$ cat src/rtl/fs_pkg.sv
// Shared types and constants for the bit-serial subtractor.
package fs_pkg;

    localparam int FS_DEFAULT_WIDTH = 5;

    typedef enum logic [1:0] {
        IDLE = 2'd0,
        RUN  = 2'd1,
        DONE = 2'd2
    } fs_state_t;

endpackage

$ cat src/rtl/fs_serial_sub_bit.sv
// One-bit full subtractor cell, reused every cycle by the serial datapath.
module fs_bit (
    input  logic a,
    input  logic b,
    input  logic br_in,
    output logic d,
    output logic br_out
);

    always_comb begin
        d      = a ^ b ^ br_in;
        br_out = (~a & b) | (~(a ^ b) & br_in);
    end

endmodule

$ cat src/rtl/fs_serial_sub.sv
// Bit-serial subtractor D = A - B - bin, LSB first, start/done handshake.
// Optional signed-overflow output is built only when FS_OVF_EN is defined.
//
// state | meaning
// IDLE  | waiting for start, result registers hold last value
// RUN   | one bit-step per clock, WIDTH steps total
// DONE  | one-cycle done pulse; start here chains the next operation
module fs_serial_sub
    import fs_pkg::*;
#(
    parameter int WIDTH = FS_DEFAULT_WIDTH
) (
    input  logic             clk,
    input  logic             rst_n,
    input  logic             start,
    input  logic [WIDTH-1:0] a,
    input  logic [WIDTH-1:0] b,
    input  logic             bin,
    output logic             busy,
    output logic             done,
    output logic [WIDTH-1:0] d,
    output logic             bout
`ifdef FS_OVF_EN
    ,
    output logic             ovf
`endif
);

    localparam int IDX_W = (WIDTH > 2) ? $clog2(WIDTH) : 1;
    localparam logic [IDX_W-1:0] IDX_LAST = IDX_W'(WIDTH - 1);

    fs_state_t        state_q, state_d;
    logic [IDX_W-1:0] idx_q, idx_d;
    logic [WIDTH-1:0] a_sh_q, a_sh_d;
    logic [WIDTH-1:0] b_sh_q, b_sh_d;
    logic [WIDTH-1:0] res_q, res_d;
    logic             br_q, br_d;
    logic [WIDTH-1:0] d_q, d_d;
    logic             bout_q, bout_d;
    logic             accept;

    logic bit_d, bit_br;

    fs_bit u_bit (
        .a      (a_sh_q[0]),
        .b      (b_sh_q[0]),
        .br_in  (br_q),
        .d      (bit_d),
        .br_out (bit_br)
    );

`ifdef FS_OVF_EN
    logic a_msb_q, a_msb_d;
    logic b_msb_q, b_msb_d;
    logic ovf_q, ovf_d;
`endif

    always_comb begin
        state_d = state_q;
        idx_d   = idx_q;
        a_sh_d  = a_sh_q;
        b_sh_d  = b_sh_q;
        res_d   = res_q;
        br_d    = br_q;
        d_d     = d_q;
        bout_d  = bout_q;
        accept  = 1'b0;
`ifdef FS_OVF_EN
        a_msb_d = a_msb_q;
        b_msb_d = b_msb_q;
        ovf_d   = ovf_q;
`endif

        case (state_q)
            IDLE: begin
                if (start) accept = 1'b1;
            end
            RUN: begin
                a_sh_d        = a_sh_q >> 1;
                b_sh_d        = b_sh_q >> 1;
                res_d[idx_q]  = bit_d;
                br_d          = bit_br;
                idx_d         = idx_q + 1'b1;
                if (idx_q == IDX_LAST) begin
                    // Publish the whole word at once; partial bits never reach d.
                    d_d     = res_d;
                    bout_d  = bit_br;
                    idx_d   = '0;
                    state_d = DONE;
`ifdef FS_OVF_EN
                    ovf_d   = (a_msb_q != b_msb_q) && (bit_d != a_msb_q);
`endif
                end
            end
            DONE: begin
                if (start) accept = 1'b1;
                else       state_d = IDLE;
            end
            default: state_d = IDLE;
        endcase

        if (accept) begin
            a_sh_d  = a;
            b_sh_d  = b;
            br_d    = bin;
            idx_d   = '0;
            res_d   = '0;
            state_d = RUN;
`ifdef FS_OVF_EN
            a_msb_d = a[WIDTH-1];
            b_msb_d = b[WIDTH-1];
`endif
        end
    end

    always_ff @(posedge clk or negedge rst_n) begin
        if (!rst_n) begin
            state_q <= IDLE;
            idx_q   <= '0;
            a_sh_q  <= '0;
            b_sh_q  <= '0;
            res_q   <= '0;
            br_q    <= 1'b0;
            d_q     <= '0;
            bout_q  <= 1'b0;
        end else begin
            state_q <= state_d;
            idx_q   <= idx_d;
            a_sh_q  <= a_sh_d;
            b_sh_q  <= b_sh_d;
            res_q   <= res_d;
            br_q    <= br_d;
            d_q     <= d_d;
            bout_q  <= bout_d;
        end
    end

`ifdef FS_OVF_EN
    always_ff @(posedge clk or negedge rst_n) begin
        if (!rst_n) begin
            a_msb_q <= 1'b0;
            b_msb_q <= 1'b0;
            ovf_q   <= 1'b0;
        end else begin
            a_msb_q <= a_msb_d;
            b_msb_q <= b_msb_d;
            ovf_q   <= ovf_d;
        end
    end

    assign ovf = ovf_q;
`endif

    // busy/done decode straight from the state register, so they stay glitch-free.
    assign busy = (state_q == RUN);
    assign done = (state_q == DONE);
    assign d    = d_q;
    assign bout = bout_q;

endmodule

$ cat config.mk
export PLATFORM = sky130hd
export DESIGN_NAME = fs_serial_sub
export DESIGN_NICKNAME = d
export VERILOG_FILES = /design/src/rtl/fs_pkg.sv /design/src/rtl/fs_serial_sub_bit.sv /design/src/rtl/fs_serial_sub.sv
export SDC_FILE = /design/constraint.sdc
export NUM_CORES = 1
export LEC_CHECK = 0
export ABC_CLOCK_PERIOD_IN_PS = 2050
export CAP_MARGIN = 20
export CORE_MARGIN = 2
export CORE_UTILIZATION = 40
export CTS_CLUSTER_SIZE = 16
export DETAILED_ROUTE_END_ITERATION = 12
export GPL_TIMING_DRIVEN = 0
export PLACE_DENSITY = 0.61
export RECOVER_POWER = 50
export SYNTH_ARGS = -nofsm -noshare
export SYNTH_HDL_FRONTEND = slang
export SYNTH_HIERARCHICAL = 1
export SYNTH_SLANG_ARGS = --single-unit
$ cat constraint.sdc
create_clock -name clk -period 2.05 [get_ports clk]
set_input_delay 0.205 -clock clk [delete_from_list [all_inputs] [get_ports clk]]
set_output_delay 0.205 -clock clk [all_outputs]
set_load 0.05 [all_outputs]
Yosys cells after proc, flatten, opt, wreduce, memory -nomap -nowiden --
Index checks and enable logic that the tools add are counted. Widths: inputs -> output; s select.
Storage, ports and cells: register bits after elaboration 27, output and inout bits 8, input port bits 14
Cells by class: equal/unequal tests 6, mux-type cells 20, $lt $le $gt $ge 2, reduce and logical (&&, ||, !) cells 6, bitwise operators 7, add/sub/neg operators 1
Operators by type and width (number):
- $mux 5 | 6
- $mux 3 | 3
- $mux 2 | 3
- $pmux 2 s3 | 1
- $bwmux 5 | 1
- $mux 1 | 5
- $lt 3x4->1 const B | 1
- $add 3x1->3 const B | 1
- $demux 1 s3 | 1
- $eq 3x3->1 const B | 1
- $ge 3x1->1 const B | 1
- $ne 3x1->1 const B | 1
- $ne 3x2->1 const B | 1
- $reduce_and 3->1 | 1
- $and 1x1->1 | 2
- $eq 2x1->1 const B | 1
- $eq 2x2->1 const B | 1
- $logic_not 2->1 | 1
- $ne 2x2->1 const B | 1
- $not 1->1 | 2
- $reduce_and 2->1 | 1
- $reduce_bool 2->1 | 1
- $reduce_or 2->1 | 1
- $xor 1x1->1 | 2
- other kinds (2) | 2

Logic depth before layout (Yosys ltp) --
depth in word-level cells 7, mapped depth 6, mapped depth without buffers 5

Cells and area by module --
The synthesis kept the hierarchy.
Modules (own cells, without submodules):
- fs_serial_sub | cells an instance 115, sequential area each 675.6 um^2, instances 1, area an instance 1270.0 um^2
- fs_bit | cells an instance 4, sequential area each 0.0 um^2, instances 1, area an instance 31.3 um^2

Worst setup path after synthesis --
OpenSTA, ideal clock, no wires.
path kind reg-to-reg, from register a_sh_q[0], to register res_q[2], stages on the path, launching flop included 5, setup time 70 ps, data required time 1980 ps, slack 452 ps, arrival time 1528 ps, buffers on the path 0, clock period less this slack 1598 ps, cell sequence dfrtp_1 > fa_1 > nand3b_1 > or4_1 > nand3_1
Between the ends: longest elaborated chain between the ends 5
Ends and longest elaborated chain:
- start, declared | RTL line fs_serial_sub.sv:34 | logic [WIDTH-1:0] a_sh_q, a_sh_d;
- start signal, assigned | RTL line fs_serial_sub.sv:129 | a_sh_q <= a_sh_d;
- $xor 1x1->1 (2 in a row) | RTL line fs_serial_sub_bit.sv:11 | d = a ^ b ^ br_in;
- net bit_d | RTL line fs_serial_sub.sv:42 | logic bit_d, bit_br;
- $bwmux 5 | RTL line fs_serial_sub.sv:81 | res_d[idx_q] = bit_d;
- $mux 5 | RTL line fs_serial_sub.sv:74 | case (state_q)
- $mux 5 | RTL line fs_serial_sub.sv:102 | if (accept) begin
- end signal, assigned | RTL line fs_serial_sub.sv:131 | res_q <= res_d;
- end, declared | RTL line fs_serial_sub.sv:36 | logic [WIDTH-1:0] res_q, res_d;
The timed path passes the listed nets, and every way through them passes these cells. The select of a mux whose other input is x is not followed. A chain may end at the register's enable or synchronous reset.

Worst setup path after layout --
from register state_q[1], to output busy
Between the ends: longest elaborated chain between the ends 1
Ends and longest elaborated chain:
- start, declared | RTL line fs_serial_sub.sv:32 | fs_state_t state_q, state_d;
- start signal, assigned | RTL line fs_serial_sub.sv:127 | state_q <= state_d;
- $eq 2x1->1 | RTL line fs_serial_sub.sv:155 | assign busy = (state_q == RUN);
- end, declared | RTL line fs_serial_sub.sv:19 | output logic busy,
Every way passes these cells.

==> impl_metrics.py <==
metrics = {
    "worst_setup_path": {
        "cp-start-kind": "register",
        "required_ps": 1850,
        "arrival_ps": 1760,
        "path_class": "reg2out",
        "cp-end-kind": "primary output",
        "path_max_fanout": 10,
    },
    "clock_tree": {
        "cts_hold_buffers": 0,
        "clock-sinks": 27,
        "root_buffer": "clkbuf_4",
        "clockBufferDepth": 2,
        "cts_tree": "built",
        "clk_latency_ps": 340,
        "clk_pin_slew_worst_paths_ps": 150,
        "post_cts_resize_count": 3,
        "postCtsSetupRepairBufs": 0,
        "cts_max_level": 1,
        "cts-buffers-inserted": 3,
    },
    "finish": {
        "syn_to_final_growth_pct": 22.6,
        "postLayoutCoreUtil_pct": 51.8,
        "layout-drive-gt1-share_pct": 15.2,
        "diodes": 0,
        "fillers": 296,
        "num-nets-final": 163,
    },
    "floorplanning": {
        "coreArea_sq_um": 3080,
        "die-width_microns": 61.0,
        "num_rows": 20,
        "die_h_microns": 61.0,
        "die_area_sq_um": 3730,
        "initial_core_util_pct": 42.3,
        "pin_count": 22,
    },
    "detailed_routing": {
        "drtIter0Drc": 32,
        "wl_per_cell_microns": 13.8,
        "drt-total-wl_mm": 2.60,
        "drc": 0,
        "avgViaCountPerCell": 5.11,
        "vias": 965,
        "firstDrtPassIters": 4,
        "ant_nets": 0,
    },
    "sta": {
        "setup_viol": 0,
        "finClkSkew_ps": 9.78,
        "slew_violations": 0,
        "worst_pin_slew_ps": 1050,
        "rsz0062_at_grt": "false",
        "max_freq_ghz": 0.508,
        "hold_viol_final": 0,
        "finalSetupTns_ps": 0,
        "period_needed_ps": 1970,
        "slew_headroom_pct": 30.2,
        "period_share_pct": 96.1,
    },
    "placement": {
        "place.gp.congestion": 0.805,
        "dp_hpwl_mm": 1.92,
        "numPortBuffers": 21,
    },
    "run_status": {
        "outcome": "completed",
    },
    "grt": {
        "grt-ovfl-total": 0,
        "grt_usage_pct": 16.1,
        "grt_max_degree": 20,
        "grt_pass1_vias": 940,
        "antenna_found_initial": 0,
        "grt_pass1_wl_mm": 4.37,
    },
    "logic_synthesis": {
        "netlist_area_sq_um": 1300,
        "post-synth-top-count-cell": "dfrtp_1",
        "synth_top_cell_by_area": "dfrtp_1",
        "synth_common_cells": "dfrtp_1 (27), nand3_1 (15), nand2_1 (14)",
        "yosys_register_bits": 27,
        "synth_flop_cell": "dfrtp_1",
        "syn_avg_cell_area_sq_um": 10.9,
        "syn-num-nets": 136,
        "ys_warn_count": 6,
        "yosysTopAreaCellShare_pct": 51.9,
        "synth-edff-count": 0,
        "synthTopCellsByArea": "dfrtp_1 (52%), mux2_4 (5.8%), nand3_1 (5.8%)",
        "async_reset_ff_share_pct": 100,
        "synth.distinct_cells": 32,
        "synthCells": 119,
        "seq_area_frac_synth_pct": 51.9,
    },
    "power_and_ir_drop": {
        "ir_worst_vdd_v": 0.000563,
        "internal_power_uw": 1390,
        "sequentialPowerShare_pct": 36.3,
        "p_sw_uw": 1130,
        "p_leak_uw": 0.000744,
        "p_comb_share_pct": 54.4,
        "powerDensity_nw_per_um2": 1570,
        "swShare_pct": 44.8,
        "clock_power_share_pct": 9.4,
    },
    "hold_path": {
        "hold_class": "in2async",
    },
    "job": {
        "drv_cap": 0,
    },
}
[metal layers]
| metal | GRT usage (%) | share of wire (%) | vias to the layer above |
|---|---|---|---|
| met5 | 0 | 0 | - |
| met4 | 7.45 | 2.0 | 0 |
| met3 | 2.94 | 5.2 | 5 |
| met2 | 25.7 | 45 | 26 |
| met1 | 21.3 | 48 | 455 |
| li1 | - | - | 479 |
[through the flow]
stage	instances	area, sq um	power [uW]	hold WS, ps	setup WS [ps]
6_report	189	1600	2510	216	80.2
5_1_grt	189	1600	2710	214	5.42
4_1_cts	189	1620	2550	200	60.8
3_5_place_dp	185	1590	2310	488	36.0
3_3_place_gp	184	1570	2280	483	43.9
2_1_floorplan	119	1300	1930	-90.6	452
[critical path, stage by stage (launching register included)]
cell and delay, ps:
dfrtp_1 420, nand2b_2 240, inv_2 120, buf_2 240, clkdlybuf4s15_2 400
[registers in the layout, indices dropped and copies added (netlist names)]
name,flops
a_sh_q,5
b_sh_q,5
bout,1
br_q,1
d,5
idx_q,3
res_q,5
state_q,2
[path summary, 6_finish.rpt]
| check | startpoint | endpoint | slack (ps) | depth (start not counted) |
|---|---|---|---|---|
| worst max-delay path | state_q[1] | busy | 80 | 4 |
| worst min register to register | b_sh_q[1] | b_sh_q[1] | 520 | 2 |
| max in group asynchronous | rst_n | idx_q[2] | 560 | 2 |
| worst min-delay path | rst_n | d[1] | 220 | 1 |
| min in group clk | a[2] | a_sh_q[2] | 420 | 3 |
| worst max register to register | a_sh_q[0] | res_q[2] | 290 | 4 |
[power by group through the flow]
stage / clock network [uW] / logic [uW] / registers [uW]
after floorplan: 0 / 850 / 1080
after global placement: 0 / 1360 / 916
after detailed placement: 0 / 1390 / 928
after CTS: 247 / 1390 / 914
after global routing: 267 / 1510 / 938
final: 236 / 1370 / 911
[cells in the final DEF, fill, tap and decap left out, types with 3 or more instances in the layout]
master and n:
nor2_1 3, clkdlybuf4s50_1 19, a22o_1 3, a22oi_1 8
dfrtp_1 27, nand3b_1 3, mux2_4 5, nand2_1 14
clkbuf_1 3, inv_1 4, clkbuf_4 3, buf_2 4
nand3_1 15, inv_2 3
[layout make-up]
class                           instances  area [sq um]  area share, %
Multi-Input combinational cell         77           549           34.4
Buffer                                  8          46.3           2.90
Clock buffer                            3          22.5           1.41
Tap cell                               44          55.1           3.45
Timing Repair Buffer                   22           215           13.5
Sequential cell                        27           676           42.4
Inverter                                7          26.3           1.65
Clock inverter                          1          5.00          0.314
[cell families (layout without fill, tap and decap cells)]
logic type | after synthesis | count (layout) | share of synthesized area, %
simple gates | 44 | 44 | 18.4
flops | 27 | 27 | 51.9
compound gates | 24 | 24 | 13.8
buf+inv | 15 | 41 | 5.86
mux | 6 | 6 | 6.54
fa+ha+maj | 3 | 3 | 3.46
(Power assumes the default switching activity.)
